--- src/rtl/bt_pipe_pkg.sv ---
// Shared types and constants for the block-throttled pipe initiator.
// The pattern helpers here are the same ones the pipe checkers use.
package bt_pipe_pkg;

  typedef enum logic [2:0] {
    ST_IDLE     = 3'd0,
    ST_WAIT_RDY = 3'd1,
    ST_STROBE   = 3'd2,
    ST_BURST    = 3'd3,
    ST_DRAIN    = 3'd4,
    ST_DONE     = 3'd5
  } state_e;

  localparam int unsigned WORD_W = 16;
  localparam int unsigned LFSR_W = 32;
  // Taps for x^32 + x^22 + x^2 + x + 1 (bits 31, 21, 1, 0).
  localparam logic [LFSR_W-1:0] LFSR_TAPS = 32'h8020_0003;
  localparam logic [WORD_W-1:0] CNT_START = 16'h0001;

  function automatic logic [LFSR_W-1:0] lfsr_next(input logic [LFSR_W-1:0] cur);
    return {cur[LFSR_W-2:0], ^(cur & LFSR_TAPS)};
  endfunction

endpackage

--- src/rtl/pipe_pattern_gen.sv ---
// Pattern source shared by both directions: a Fibonacci LFSR and a
// wrapping counter, both restarted by load and stepped once per strobe.
module pipe_pattern_gen
  import bt_pipe_pkg::*;
#(
  parameter logic [LFSR_W-1:0] SEED = 32'h0000_0001
) (
  input  logic              clk,
  input  logic              reset_n,
  input  logic              load,
  input  logic              advance,
  input  logic              mode,
  output logic [WORD_W-1:0] word
);

  logic [LFSR_W-1:0] lfsr_q, lfsr_d;
  logic [WORD_W-1:0] cnt_q, cnt_d;

  // Load wins over advance so a new transfer always starts from the seed.
  always_comb begin
    lfsr_d = lfsr_q;
    cnt_d  = cnt_q;
    if (load) begin
      lfsr_d = SEED;
      cnt_d  = CNT_START;
    end else if (advance) begin
      lfsr_d = lfsr_next(lfsr_q);
      cnt_d  = cnt_q + 16'd1;
    end else begin
      lfsr_d = lfsr_q;
      cnt_d  = cnt_q;
    end
  end

  // Pattern state registers.
  always_ff @(posedge clk or negedge reset_n) begin
    if (!reset_n) begin
      lfsr_q <= SEED;
      cnt_q  <= 16'h0000;
    end else begin
      lfsr_q <= lfsr_d;
      cnt_q  <= cnt_d;
    end
  end

  assign word = mode ? cnt_q : lfsr_q[WORD_W-1:0];

endmodule

--- src/rtl/bt_pipe_initiator.sv ---
// Block-throttled pipe initiator: writes pattern data to a pipe-in consumer
// or drains a pipe-out producer and counts mismatches against the pattern.
module bt_pipe_initiator
  import bt_pipe_pkg::*;
#(
  parameter int unsigned BLOCK_LEN = 64,
  parameter logic [31:0] SEED      = 32'h0000_0001
) (
  input  logic        clk,
  input  logic        reset_n,
  input  logic        start,
  input  logic        dir,
  input  logic        mode,
  input  logic [15:0] num_blocks,
  output logic        busy,
  output logic        done,
  output logic [15:0] error_count,
  output logic        block_strobe,
  output logic        wr_write,
  output logic [15:0] wr_data,
  input  logic        wr_ready,
  output logic        rd_read,
  input  logic [15:0] rd_data,
  input  logic        rd_valid
);

  localparam int unsigned WCNT_W = $clog2(BLOCK_LEN);
  localparam logic [WCNT_W-1:0] LAST_WORD = WCNT_W'(BLOCK_LEN - 1);

  state_e            state_q, state_d;
  logic [15:0]       blk_q, blk_d;
  logic [WCNT_W-1:0] word_q, word_d;
  logic              dir_q, dir_d;
  logic              mode_q, mode_d;
  logic [15:0]       err_q, err_d;
  logic [15:0]       exp_q;
  logic              chk_q;
  logic              busy_q, done_q, strobe_q, wr_write_q, rd_read_q;
  logic              load_s;
  logic              advance_s;
  logic [15:0]       pat_word_s;

  assign advance_s = wr_write_q | rd_read_q;

  pipe_pattern_gen #(
    .SEED(SEED)
  ) u_pattern (
    .clk    (clk),
    .reset_n(reset_n),
    .load   (load_s),
    .advance(advance_s),
    .mode   (mode_q),
    .word   (pat_word_s)
  );

  // Transfer sequencing; dir/mode/num_blocks are captured only on an accepted start.
  always_comb begin
    state_d = state_q;
    blk_d   = blk_q;
    word_d  = word_q;
    dir_d   = dir_q;
    mode_d  = mode_q;
    load_s  = 1'b0;
    case (state_q)
      ST_IDLE: begin
        if (start) begin
          dir_d   = dir;
          mode_d  = mode;
          blk_d   = num_blocks;
          word_d  = '0;
          load_s  = 1'b1;
          state_d = (num_blocks == 16'd0) ? ST_DONE : ST_WAIT_RDY;
        end else begin
          state_d = ST_IDLE;
        end
      end
      ST_WAIT_RDY: begin
        if (dir_q ? rd_valid : wr_ready) begin
          state_d = ST_STROBE;
        end else begin
          state_d = ST_WAIT_RDY;
        end
      end
      ST_STROBE: begin
        word_d  = '0;
        state_d = ST_BURST;
      end
      ST_BURST: begin
        if (word_q == LAST_WORD) begin
          word_d = '0;
          blk_d  = blk_q - 16'd1;
          if (blk_q > 16'd1) begin
            state_d = ST_WAIT_RDY;
          end else if (dir_q) begin
            state_d = ST_DRAIN;
          end else begin
            state_d = ST_DONE;
          end
        end else begin
          word_d = word_q + WCNT_W'(1);
        end
      end
      ST_DRAIN: state_d = ST_DONE;
      ST_DONE:  state_d = ST_IDLE;
      default:  state_d = ST_IDLE;
    endcase
  end

  // Mismatch counter: compares the word returned one cycle after each read strobe.
  always_comb begin
    err_d = err_q;
    if (load_s) begin
      err_d = 16'h0000;
    end else if (chk_q && (rd_data != exp_q) && (err_q != 16'hFFFF)) begin
      err_d = err_q + 16'd1;
    end else begin
      err_d = err_q;
    end
  end

  // State, counters and registered outputs (outputs decoded from next state).
  always_ff @(posedge clk or negedge reset_n) begin
    if (!reset_n) begin
      state_q    <= ST_IDLE;
      blk_q      <= 16'h0000;
      word_q     <= '0;
      dir_q      <= 1'b0;
      mode_q     <= 1'b0;
      err_q      <= 16'h0000;
      exp_q      <= 16'h0000;
      chk_q      <= 1'b0;
      busy_q     <= 1'b0;
      done_q     <= 1'b0;
      strobe_q   <= 1'b0;
      wr_write_q <= 1'b0;
      rd_read_q  <= 1'b0;
    end else begin
      state_q    <= state_d;
      blk_q      <= blk_d;
      word_q     <= word_d;
      dir_q      <= dir_d;
      mode_q     <= mode_d;
      err_q      <= err_d;
      exp_q      <= rd_read_q ? pat_word_s : exp_q;
      chk_q      <= rd_read_q;
      busy_q     <= (state_d == ST_WAIT_RDY) || (state_d == ST_STROBE) ||
                    (state_d == ST_BURST) || (state_d == ST_DRAIN);
      done_q     <= (state_d == ST_DONE);
      strobe_q   <= (state_d == ST_STROBE);
      wr_write_q <= (state_d == ST_BURST) && !dir_d;
      rd_read_q  <= (state_d == ST_BURST) && dir_d;
    end
  end

  assign busy         = busy_q;
  assign done         = done_q;
  assign block_strobe = strobe_q;
  assign wr_write     = wr_write_q;
  assign wr_data      = wr_write_q ? pat_word_s : 16'h0000;
  assign rd_read      = rd_read_q;
  assign error_count  = err_q;

endmodule

--- config.mk ---
export PLATFORM = sky130hd
export DESIGN_NAME = bt_pipe_initiator
export DESIGN_NICKNAME = d
export VERILOG_FILES = /design/src/rtl/bt_pipe_pkg.sv /design/src/rtl/pipe_pattern_gen.sv /design/src/rtl/bt_pipe_initiator.sv
export SDC_FILE = /design/constraint.sdc
export NUM_CORES = 1
export LEC_CHECK = 0
export CAP_MARGIN = 10
export CORE_MARGIN = 2
export CORE_UTILIZATION = 25
export DETAILED_ROUTE_END_ITERATION = 8
export SYNTH_ARGS = -nofsm -noshare
export SYNTH_HDL_FRONTEND = slang
export SYNTH_SLANG_ARGS = --single-unit
--- constraint.sdc ---
create_clock -name clk -period 2.5 [get_ports clk]
set_input_delay 0.75 -clock clk [delete_from_list [all_inputs] [get_ports clk]]
set_output_delay 0.75 -clock clk [all_outputs]
set_load 0.02 [all_outputs]
Yosys cells after proc, flatten, opt, wreduce, memory -nomap -nowiden
Cells that the tools add are included.

storage, ports and cells
  register bits after elaboration = 113
  input port bits = 39
  word-level logic and storage cells = 79

operators by class
  add/sub/neg operators = 4
  order comparisons = 1
  equal/unequal tests = 14
  muxes and demuxes = 26
  bitwise gates (word level) = 1
  reductions and logical operators = 18

operators with widths
  kind                                                            count
  two-way mux 16 bit                                              8
  two-way mux 32 bit                                              2
  adder 16 x 1 -> 16 bit, second input constant                   2
  case mux 16 bit (2 select lines)                                1
  XOR reduction 32 bit                                            1
  case mux 6 bit (3 select lines)                                 1
  greater-than comparator 16 x 1 -> 1 bit, second input constant  1
  zero test 16 bit                                                1
  != test 16 bit                                                  1
  != test 16 bit, second input constant                           1
  subtractor 16 x 1 -> 16 bit, second input constant              1
  case mux 3 bit (5 select lines)                                 1
  equality test 3 x 2 -> 1 bit, second input constant             4
  two-way mux 3 bit                                               4
  two-way mux 6 bit                                               2
  equality test 3 bit, second input constant                      3
  adder 6 x 1 -> 6 bit, second input constant                     1
  equality test 3 x 1 -> 1 bit, second input constant             2
  equality test 6 bit, second input constant                      1
  two-way mux 1 bit                                               6
  nonzero test 2 bit                                              3
  logical AND 1 bit                                               4
  != test 2 bit, second input constant                            2
  AND reduction 2 bit                                             2
  7 further kinds                                                 9

Longest topological paths before layout
Gate-level depths: netlist (run 1).

  depth after elaboration = 8
  depth in mapped cells = 8

By module
From an unflattened synthesis (run 1), not the netlist that was laid out.

second synthesis, totals
  cell total of the unflattened synthesis = 608
  area total of the unflattened synthesis = 5,957.0 um^2

by module, submodules not included
  module             instances  cells each  area an instance (um^2)  sequential area each (um^2)
  bt_pipe_initiator  1          399         3,641.0                  1,626.6
  pipe_pattern_gen   1          209         2,316.0                  1,202.4

Least setup slack after synthesis (run 1)
OpenSTA, ideal clock, no wires.

  path kind = flip-flop to output port
  start point = register mode_q
  end point = output wr_data[10]
  arrival = 1,418 ps
  path slack = 332 ps
  cell stages (with the launch flop) = 5
  buffers on the path = 2
  path through = dfrtp_1 clkbuf_1 buf_2 mux2i_1 nor2b_1

on the way
  word-level cells in the longest chain between the ends = 2

ends and longest elaborated chain
  what                    line                      RTL
  from (decl)             bt_pipe_initiator.sv:34   logic mode_q, mode_d;
  from (signal assigned)  bt_pipe_initiator.sv:142  mode_q <= mode_d;
  two-way mux 16 bit      pipe_pattern_gen.sv:46    assign word = mode ? cnt_q : lfsr_q[WORD_W-1:0];
  two-way mux 16 bit      bt_pipe_initiator.sv:159  assign wr_data = wr_write_q ? pat_word_s : 16'h0000;
  to (decl)               bt_pipe_initiator.sv:20   output logic [15:0] wr_data,

Every way passes these cells.

Worst setup path in the final report (run 1)
  start point = register mode_q
  end point = output wr_data[6]

The elaborated chain is that of the path after synthesis.

==> results of run 1 <==
==> repair_timing <==
item,CTS,global route
endpoints found under the hold margin,0,0
endpoints found under the setup margin,16,8
hold buffers,0,0
resized for setup,22,15
==> worst max-delay path: stages, from the launching register on <==
cell	delay (ns)
dfrtp_1	0.37
buf_8	0.21
mux2i_2	0.28
nor2b_1	0.09
dlygate4sd2_1	0.33
==> cells by family after synthesis <==
family	after synthesis
DFF	113
adders and majority gates	5
and+or+nand+nor	270
xor gates and xnor gates	34
AOI/OAI and AO/OA	154
muxes	19
buffers and inverters	43
==> per-stage QoR <==
stage / cells / instance area (sq um) / hold WS [ns]
after floorplan: 638 / 5822 / 0.4544
after global placement: 1023 / 7107 / 0.5055
after detailed placement: 1023 / 7107 / 0.5131
after CTS: 1053 / 7730 / 0.2738
after global routing: 1053 / 7781 / 0.2939
final: 1053 / 7781 / 0.2819
==> per-layer routing <==
layer	GRT usage, %	vias to the layer above	wire [um]
met3	2.548	7	478
met4	4.281	0	95
met1	16.48	2386	6890
met2	19.38	81	7087
li1	-	2444	-
met5	0	-	0
==> how the worst max path moves through the flow <==
stage | from | endpoint | slack (ns) | cells past startpoint
after CTS | mode_q$_DFFE_PN0P_ | wr_data[7] | -0.20 | 4
after global placement | start | u_pattern.cnt_q[15]$_DFFE_PN0P_ | -0.14 | 6
final | mode_q$_DFFE_PN0P_ | wr_data[6] | 0.06 | 4
after detailed placement | start | u_pattern.cnt_q[13]$_DFFE_PN0P_ | -0.15 | 6
after global routing | mode_q$_DFFE_PN0P_ | wr_data[6] | -0.005 | 4
after floorplan | mode_q$_DFFE_PN0P_ | wr_data[10] | 0.33 | 4
==> power groups by stage <==
stage / logic, mW / clock network (mW) / registers [mW]
2_1_floorplan: 1.88 / 0 / 3.08
3_3_place_gp: 2.97 / 0 / 3.15
3_5_place_dp: 3.02 / 0 / 3.15
4_1_cts: 3.05 / 2.48 / 3.15
5_1_grt: 3.40 / 2.56 / 3.28
6_report: 3.05 / 2.43 / 3.17
==> placed cells by master, fill, tap and decap left out, types with 3 or more instances in the layout <==
cell type        instances
nor2b_1                 20
o31a_1                   5
o21ai_0                 27
clkdlybuf4s50_1         58
bufinv_16                3
clkinv_2                 3
dfrtp_1                112
mux2i_4                  3
mux2i_1                  5
o2bb2ai_1                4
o31ai_1                  5
and4_4                   3
mux2i_2                 11
nor4_1                   8
and4_1                   3
dlymetal6s2s_1           5
or4_1                    6
or3_1                   14
clkbuf_16               17
xor2_1                   7
and3_1                   6
dlygate4sd2_1           10
buf_4                   31
nand4_1                 14
or2_2                    3
ha_1                     5
nor3_1                  10
o22ai_1                  5
xnor2_1                 27
a22oi_1                  5
clkinvlp_4               3
nand2_1                 97
inv_1                    6
nand3_1                 17
nor2_1                  51
a21oi_1                 85
==> flip-flops by register name (all words and copies together), names as in the netlist <==
register / cells
error_count: 16
state_q: 3
busy: 1
dir_q: 1
rd_read: 1
u_pattern.cnt_q: 16
mode_q: 1
blk_q: 16
exp_q: 16
word_q: 6
u_pattern.lfsr_q: 32
block_strobe: 1
done: 1
chk_q: 1
wr_write: 1
==> area by class of cell <==
type | count | area, sq um | area share [%]
clock buffers | 20 | 456.7 | 5.869
multi-input cells | 482 | 2918 | 37.50
inverters | 7 | 26.28 | 0.3377
well taps | 313 | 391.6 | 5.033
flip-flops and latches | 113 | 2829 | 36.36
repair buffers | 108 | 1023 | 13.15
clock inverters | 10 | 136.4 | 1.753
==> run metrics, run 1 <==
DR WL/cell 13.82 um; number of global-route vias before repair between 4k and 5k; H-tree Lvls 4; most frequent cells after synthesis dfrtp_1 (112), nand2_1 (97), a21oi_1 (85); Die W ~160 um; # port buffers 75; sw frac 36.22%; min cycle time layout about 2.4 ns; Synth Warn # 0; total track usage 12.20%; status completed; Netlist Area Pre-Place 5822 sq um; P per Cell Area 1111 nW/um^2; clk sinks approximately 110; Synth area leader dfrtp_1; Worst-Margin Slew 0.6485 ns; top-count cell post-synth dfrtp_1; leakage dissipation 3.180 nW; final hold vios 0; Worst Setup Start Kind flip-flop; CP Data Required Time 1.75 ns; PnR worst setup slack around 0.062 ns; Clock transition at path regs 0.05 ns; Critical Path AT 1.69 ns; Slew HR 56.76%; die area about 25000 sq um; Die Ht 156.6 um; Post-Syn Nets around 700; number of buffers created by CTS 17; DRC Markers 0; initial antenna violation count 0; RR Endpoint error_count[14]$_DFFE_PN0P_; Distinct cells, synth 57; flops & latches, synth approximately 110; CTS tree done; synthesis-to-finish area growth 33.66%; adder-cell area share of the yosys netlist under 10%; setup bufs post-CTS 0; initial core utilization 25.56%; Pre-antenna DRT Iters 4; Async SR Flop Fraction 100.0%; total power ~8.6 mW; crit share post-route 97.52%; Final Max Slew Viols 0; Primary FF master, synth dfrtp_1; Crit. End Element primary output; f_max 410.2 MHz; Comb power frac 35.2%; Final Setup Violations 0; Int Power about 5.5 mW; Synth Instances 638; Flop pwr share 36.7%; vias post-DR slightly below 5k; R2R Path Start error_count[0]$_DFFE_PN0P_; post-synthesis compound-gate area fraction 15.37%; Hold Path Class in -> async; r2r setup slk 0.35 ns; first-pass GRT wire length 23.90 mm; Worst Reg-to-Reg Cells 6; largest net degree at the start of global routing 59; max cap viols 0; simple-gate portion of the synthesized area a little under a quarter; setup TNS 0 ns; post-layout util 34.16%; First DRT Iteration DRCs ~360; layout cells sized above 1 13.38%; Layout fillers 2306; half-perimeter wire length after placement 10.23 mm; Setup CP Type reg -> out; Antenna Cells 0; Post-Synth XOR/XNOR Area 5.115%; register area share after synthesis 48.59%; core region area 22780 sq um; CP Max Fanout 12; Synth top area share 48.14%; grt ovf 0; top cells by area, synth dfrtp_1 (48%), a21oi_1 (7.3%), nand2_1 (6.3%); final WL 14.55 mm; gpl congestion 0.7865; row cnt 55; worst skew pair latency 0.41 ns; largest family of logic cells by synthesized area simple AND/OR/NAND/NOR gates; ANT nets after route 0; mux contribution to synthesized area under 10%; Setup WS pre-CTS -0.1524 ns; via/cell ratio between 4 and 5; clock power share 28.1%; Post-Route Skew 0.01248 ns; Post-Syn Area per Cell approximately 9.1 sq um; peak supply drop 0.6104 mV; Switch Pwr 3.132 mW; root buffer cell clkbuf_16; Final nets 773; maximum clock path buffer count 2; I/O Pins 76; Post-synth EDFFs 0
(Power assumes the default switching activity.)
==> inputs of run 2 (changes only) <==
==> constraint.sdc (replaced) <==
create_clock -name clk -period 2.9 [get_ports clk]
set_input_delay 0.87 -clock clk [delete_from_list [all_inputs] [get_ports clk]]
set_output_delay 0.87 -clock clk [all_outputs]
set_load 0.02 [all_outputs]
==> run 2 against run 1 <==
- clock power decreased by 14%
- worst hold slack improved by 0.14 ns
- critical path depth unchanged
- sequential share of layout area is 0.65 points higher
- critical path type unchanged
- critical endpoint is now wr_data[12]
- largest power group unchanged
==> run metrics, run 2 (same netlist as run 1, synthesis figures left out) <==
layout cells sized above 1 10.99% (was 13.38%); Top reg by flops u_pattern.lfsr_q (unchanged); Hold Path Class in -> async (unchanged); DR WL/cell 13.97 um (was 13.82 um); most common cell after layout, fill and taps aside dfrtp_1 (unchanged); root buffer cell clkbuf_16 (unchanged); f_max around 350 MHz; slowest library cell on the worst path clkdlybuf4s50_1 (was dfrtp_1); I/O Pins 76 (unchanged); synthesis-to-finish area growth 31.31% (was 33.66%); final WL 14.55 mm (about the same); met3 WL 590 um (was 478 um); H-tree Lvls 4 (unchanged); number of global-route vias before repair 4682 (was 4690); largest net degree at the start of global routing 40 (was 59); initial antenna violation count 0 (unchanged); grt ovf 0 (unchanged); final hold vios 0 (unchanged); clk sinks 113 (unchanged); CP Max Fanout 16 (was 12); Setup CP Type reg -> out (unchanged); die area 24520 sq um (unchanged); Layout fillers 2323 (was 2306); r2r setup slk 0.69 ns (was 0.35 ns); Clock transition at path regs 0.06 ns (was 0.05 ns); worst skew pair latency 0.42 ns (was 0.41 ns); Slew HR 49.81% (was 56.76%); Final nets 759 (was 773); crit share post-route 99.54%; Final Setup Violations 0 (unchanged); DRC Markers 0 (unchanged); via/cell ratio 4.696 (was 4.670); Pre-antenna DRT Iters 6 (was 4); half-perimeter wire length after placement 10.09 mm (was 10.23 mm); post-route cell area 7645 sq um (was 7781 sq um); Worst Setup Start Kind flip-flop (unchanged); first-pass GRT wire length 24.27 mm (was 23.90 mm); gpl congestion 0.7797 (was 0.7865); Die W 156.6 um (unchanged); CTS tree done (unchanged); commonest cells after routing, fill and taps aside dfrtp_1 (112), nand2_1 (97), a21oi_1 (85) (unchanged); R2R Path Start error_count[0]$_DFFE_PN0P_ (unchanged); Die Ht 156.6 um (unchanged); WL met1 6.906 mm (was 6.890 mm); P per Cell Area 960.7 nW/um^2 (was 1111 nW/um^2); crit-path cells buf_12 > mux2i_1 > nor2b_1 > clkdlybuf4s50_1 (was buf_8 > mux2i_2 > nor2b_1 > dlygate4sd2_1); max cap viols 0 (unchanged); Final Max Slew Viols 0 (unchanged); Worst-Margin Slew 0.7460 ns (was 0.6485 ns); number of buffers created by CTS 17 (unchanged); peak supply drop 0.5238 mV (was 0.6104 mV); # port buffers 75 (unchanged); leakage dissipation 2.991 nW (was 3.180 nW); Worst Reg-to-Reg Cells 6 (unchanged); DR top layer met4 (unchanged); ANT nets after route 0 (unchanged); maximum clock path buffer count 2 (unchanged); total track usage 12.38% (was 12.20%); Placed Instances 1009 (was 1023); First DRT Iteration DRCs 355 (unchanged); RR Endpoint error_count[10]$_DFFE_PN0P_ (was error_count[14]$_DFFE_PN0P_); core region area 22780 sq um (unchanged); CP Data Required Time 2.03 ns (was 1.75 ns); CP delay by family, top buffers and inverters (unchanged); Antenna Cells 0 (unchanged); Critical path buffers and inverters 2 (unchanged); Crit. End Element primary output (unchanged); min cycle time layout around 2.9 ns; critical path's largest stage delay 0.55 ns (was 0.37 ns); non-filler cells, final 1041 (was 1053); met2 routed WL 6.904 mm (was 7.087 mm); initial core utilization 25.56% (unchanged); RSZ-0062 raised after global routing yes; row cnt 55 (unchanged); Post-Route Skew 0.01299 ns (was 0.01248 ns); Critical Path AT 2.02 ns (was 1.69 ns); Area after DPL 7014 sq um (was 7107 sq um); vias post-DR 4889 (was 4918); number of flip-flops in the largest register 32 (unchanged); total power 7.344 mW (was 8.646 mW); status completed (unchanged)
[run 2: cell count changes in the layout (fill, tap and decap cells not counted), sizes merged]
cell           delta
buf              -14
dlygate4sd2      -10
inv               +3
clkdlybuf4s50    +16
clkbuf            -3
bufinv            -1
clkinv            +1
dlymetal6s2s      -5
clkinvlp          +1
[run 2: stage by stage]
stage | utilization (%) | setup WS (ns) | hold WS (ns) | TNS, ns
finish | 33.56 | 0.01333 | 0.4182 | 0
global route | 33.56 | -0.05720 | 0.4305 | -0.2362
CTS | 33.51 | 0.006428 | 0.4202 | 0
detailed placement | 30.79 | 0.1026 | 0.5098 | 0
global placement | 30.79 | 0.1035 | 0.4968 | 0
floorplan | - | 0.6125 | 0.4762 | 0
[run 2: layout make-up]
class                           instances  area [sq um]  share of cell area, %
Clock buffer                           18         439.2                  5.745
Tap cell                              313         391.6                  5.123
Sequential cell                       113          2829                  37.00
Multi-Input combinational cell        482          2874                  37.59
Timing Repair Buffer                   94         928.4                  12.14
Clock inverter                         14         156.4                  2.046
Inverter                                7         26.28                 0.3437
[run 2: how the worst max path moves through the flow]
stage | start | to | slack [ns] | depth (start not counted)
after floorplan | mode_q$_DFFE_PN0P_ | wr_data[10] | 0.61 | 4
after global placement | start | u_pattern.cnt_q[13]$_DFFE_PN0P_ | 0.10 | 6
after detailed placement | start | u_pattern.cnt_q[13]$_DFFE_PN0P_ | 0.10 | 6
after CTS | mode_q$_DFFE_PN0P_ | wr_data[1] | 0.006 | 4
after global routing | mode_q$_DFFE_PN0P_ | wr_data[2] | -0.06 | 4
final | mode_q$_DFFE_PN0P_ | wr_data[12] | 0.01 | 4
[run 2: timing repair]
item | CTS | global route
setup buffers | 0 | 0
resized for setup | 6 | 2
hold buffers | 0 | 0
setup endpoints to repair | 5 | 9
pin swaps | 0 | 0
[run 2: report_power, final]
part / leakage, nW / total (mW) / internal, mW / switching (mW)
Sequential: 1.42 / 2.73 / 2.15 / 0.578
Clock: 0.280 / 2.09 / 1.30 / 0.793
Combinational: 1.29 / 2.53 / 1.15 / 1.38
[run 2: routing by layer]
layer	GRT usage, %	up-vias
li1	-	2410
met1	17.05	2380
met2	19.51	89
met3	2.686	10
met4	3.626	0
met5	0	-
==> inputs of run 3 (changes only) <==
--- a/config.mk
+++ b/config.mk
@@ -9,6 +9,7 @@
 export CORE_MARGIN = 2
 export CORE_UTILIZATION = 25
 export DETAILED_ROUTE_END_ITERATION = 8
+export REMOVE_ABC_BUFFERS = 1
 export SYNTH_ARGS = -nofsm -noshare
 export SYNTH_HDL_FRONTEND = slang
 export SYNTH_SLANG_ARGS = --single-unit
==> constraint.sdc (replaced) <==
create_clock -name clk -period 2.8 [get_ports clk]
set_input_delay 0.84 -clock clk [delete_from_list [all_inputs] [get_ports clk]]
set_output_delay 0.84 -clock clk [all_outputs]
set_load 0.02 [all_outputs]
==> run 3 against run 2 <==
- clock-buffer cell count rose by 4
- final cell count is 0.38% higher
- utilization is 0.21 points higher
- sequential power increased by 5%
- total power grew 5.5%
- first-iteration DRC count fell by 22%
- via count grew 1.5%
- final area up 0.62%
- sequential share of layout area down 0.21 points
- highest routed layer unchanged
==> run metrics, run 3 (same netlist as run 1, synthesis figures left out) <==
DRC Markers 0 (unchanged); number of global-route vias before repair 4844 (was 4682); DR WL/cell 14.40 um (was 13.97 um); crit-path cells buf_12 > mux2i_2 > nor2b_1 > clkdlybuf4s50_1 (was buf_12 > mux2i_1 > nor2b_1 > clkdlybuf4s50_1); PnR worst setup slack 0.03042 ns (was 0.01333 ns); vias post-DR 4964 (was 4889); Placed Instances 1013 (was 1009); Worst Setup Start Kind flip-flop (unchanged); root buffer cell clkbuf_16 (unchanged); via/cell ratio 4.750 (was 4.696); Hold Path Class in -> async (unchanged); first-pass GRT wire length 24.80 mm (was 24.27 mm); CP Max Fanout 16 (unchanged); die area 24520 sq um (unchanged); Pre-antenna DRT Iters 4 (was 6); total power 7.747 mW (was 7.344 mW); Clock transition at path regs 0.05 ns (was 0.06 ns); Int Power 4.936 mW (was 4.596 mW); Top reg by flops u_pattern.lfsr_q (unchanged); crit share post-route around 100%; leakage dissipation 3.136 nW (was 2.991 nW); slowest library cell on the worst path clkdlybuf4s50_1 (unchanged); number of buffers created by CTS 17 (unchanged); Final Max Slew Viols 0 (unchanged); grt ovf 0 (unchanged); Critical Path AT 1.93 ns (was 2.02 ns); critical path's largest stage delay 0.54 ns (was 0.55 ns); Slew HR 47.27% (was 49.81%); f_max 361.1 MHz; sw frac 36.29% (was 37.42%); status completed (unchanged); CP Data Required Time 1.96 ns (was 2.03 ns); layout cells sized above 1 11.20% (was 10.99%); Comb power frac 33.7% (was 34.4%); initial core utilization 25.56% (unchanged); initial antenna violation count 0 (unchanged); final WL 15.05 mm (was 14.55 mm); Switch Pwr 2.811 mW (was 2.748 mW); min cycle time layout 2.770 ns; RSZ-0062 raised after global routing yes (unchanged); number of flip-flops in the largest register 32 (unchanged); worst skew pair latency 0.41 ns (was 0.42 ns); core region area 22780 sq um (unchanged); Die Ht 156.6 um (unchanged); non-filler cells, final 1045 (was 1041); total track usage 12.85% (was 12.38%); Crit. End Element primary output (unchanged); CTS Hold Bufs 0 (unchanged); ANT nets after route 0 (unchanged); maximum clock path buffer count 2 (unchanged); gpl congestion 0.7865 (was 0.7797); Final Setup Violations 0 (unchanged); most common cell after layout, fill and taps aside dfrtp_1 (unchanged); First DRT Iteration DRCs 277 (was 355); synthesis-to-finish area growth 32.13% (was 31.31%); clk sinks 113 (unchanged); CTS tree done (unchanged); Levels on crit path 4 (unchanged); H-tree Lvls 4 (unchanged); Die W 156.6 um (unchanged); Final nets 763 (was 759); clock power share 29.3% (was 28.4%); CP delay by family, top buffers and inverters (unchanged); Worst-Margin Slew 0.7837 ns (was 0.7460 ns); setup bufs post-CTS 0 (unchanged); Antenna Cells 0 (unchanged); Flop pwr share 36.9% (was 37.1%); post-route cell area 7692 sq um (was 7645 sq um); commonest cells after routing, fill and taps aside dfrtp_1 (111), nand2_1 (97), a21oi_1 (85) (was dfrtp_1 (112), nand2_1 (97), a21oi_1 (85)); I/O Pins 76 (unchanged); Area after DPL 7032 sq um (was 7014 sq um); Setup CP Type reg -> out (unchanged); row cnt 55 (unchanged); P per Cell Area 1007 nW/um^2 (was 960.7 nW/um^2); # port buffers 75 (unchanged); Critical path buffers and inverters 2 (unchanged); max cap viols 0 (unchanged); Setup WS pre-CTS 0.07894 ns (was 0.1026 ns); largest net degree at the start of global routing 42 (was 40); Worst Reg-to-Reg Cells 6 (unchanged); peak supply drop 0.3602 mV (was 0.5238 mV); half-perimeter wire length after placement 10.52 mm (was 10.09 mm); Post-Route Skew 0.01235 ns (was 0.01299 ns); final hold vios 0 (unchanged)
run 3: repair_timing:
| item | CTS | global route |
|---|---|---|
| gates resized for setup | 4 | 13 |
| pin swaps | 0 | 0 |
| endpoints found under the setup margin | 16 | 15 |
run 3: layout make-up:
class / count / area (sq um)
Clock buffer: 22 / 454.2
Tap cell: 313 / 391.6
Multi-Input combinational cell: 482 / 2869
Timing Repair Buffer: 98 / 962.2
Clock inverter: 10 / 158.9
Inverter: 7 / 26.28
Sequential cell: 113 / 2830
Fill cell: 2369 / 15090
run 3: metrics by stage:
step,util [%],setup TNS (ns),hold WS (ns)
6_report,33.77,0,0.4133
2_1_floorplan,-,-83.38,0.4762
5_1_grt,33.77,-0.4071,0.4445
3_5_place_dp,30.87,0,0.5149
3_3_place_gp,30.87,0,0.5093
4_1_cts,33.60,-0.2130,0.4238
run 3: final timing paths:
kind                                                  startpoint                          endpoint  slack, ns
min in group clk                u_pattern.lfsr_q[28]$_DFFE_PN0P_  u_pattern.lfsr_q[28]$_DFFE_PN0P_       0.52
max in group asynchronous                                reset_n                wr_write$_DFF_PN0_       1.65
worst max-delay path                          mode_q$_DFFE_PN0P_                       wr_data[14]       0.03
worst min register to register  u_pattern.lfsr_q[28]$_DFFE_PN0P_  u_pattern.lfsr_q[28]$_DFFE_PN0P_       0.52
worst min-delay path                                     reset_n             exp_q[12]$_DFFE_PN0P_       0.41
worst max register to register        error_count[0]$_DFFE_PN0P_        error_count[9]$_DFFE_PN0P_       0.63
run 3: power groups by stage:
| stage | Clock, mW | Combinational [mW] | Sequential, mW |
|---|---|---|---|
| 2_1_floorplan | 0 | 1.52 | 2.85 |
| 3_3_place_gp | 0 | 2.56 | 2.85 |
| 3_5_place_dp | 0 | 2.61 | 2.86 |
| 4_1_cts | 2.32 | 2.62 | 2.85 |
| 5_1_grt | 2.40 | 2.90 | 2.96 |
| 6_report | 2.27 | 2.61 | 2.86 |
run 3: per-layer routing:
metal / global-route usage, % / up-vias / part of all wire (%)
li1: - / 2420 / -
met1: 17.17 / 2412 / 48
met2: 20.33 / 109 / 46
met3: 2.575 / 23 / 4.2
met4: 5.330 / 0 / 1.8
met5: 0 / - / 0
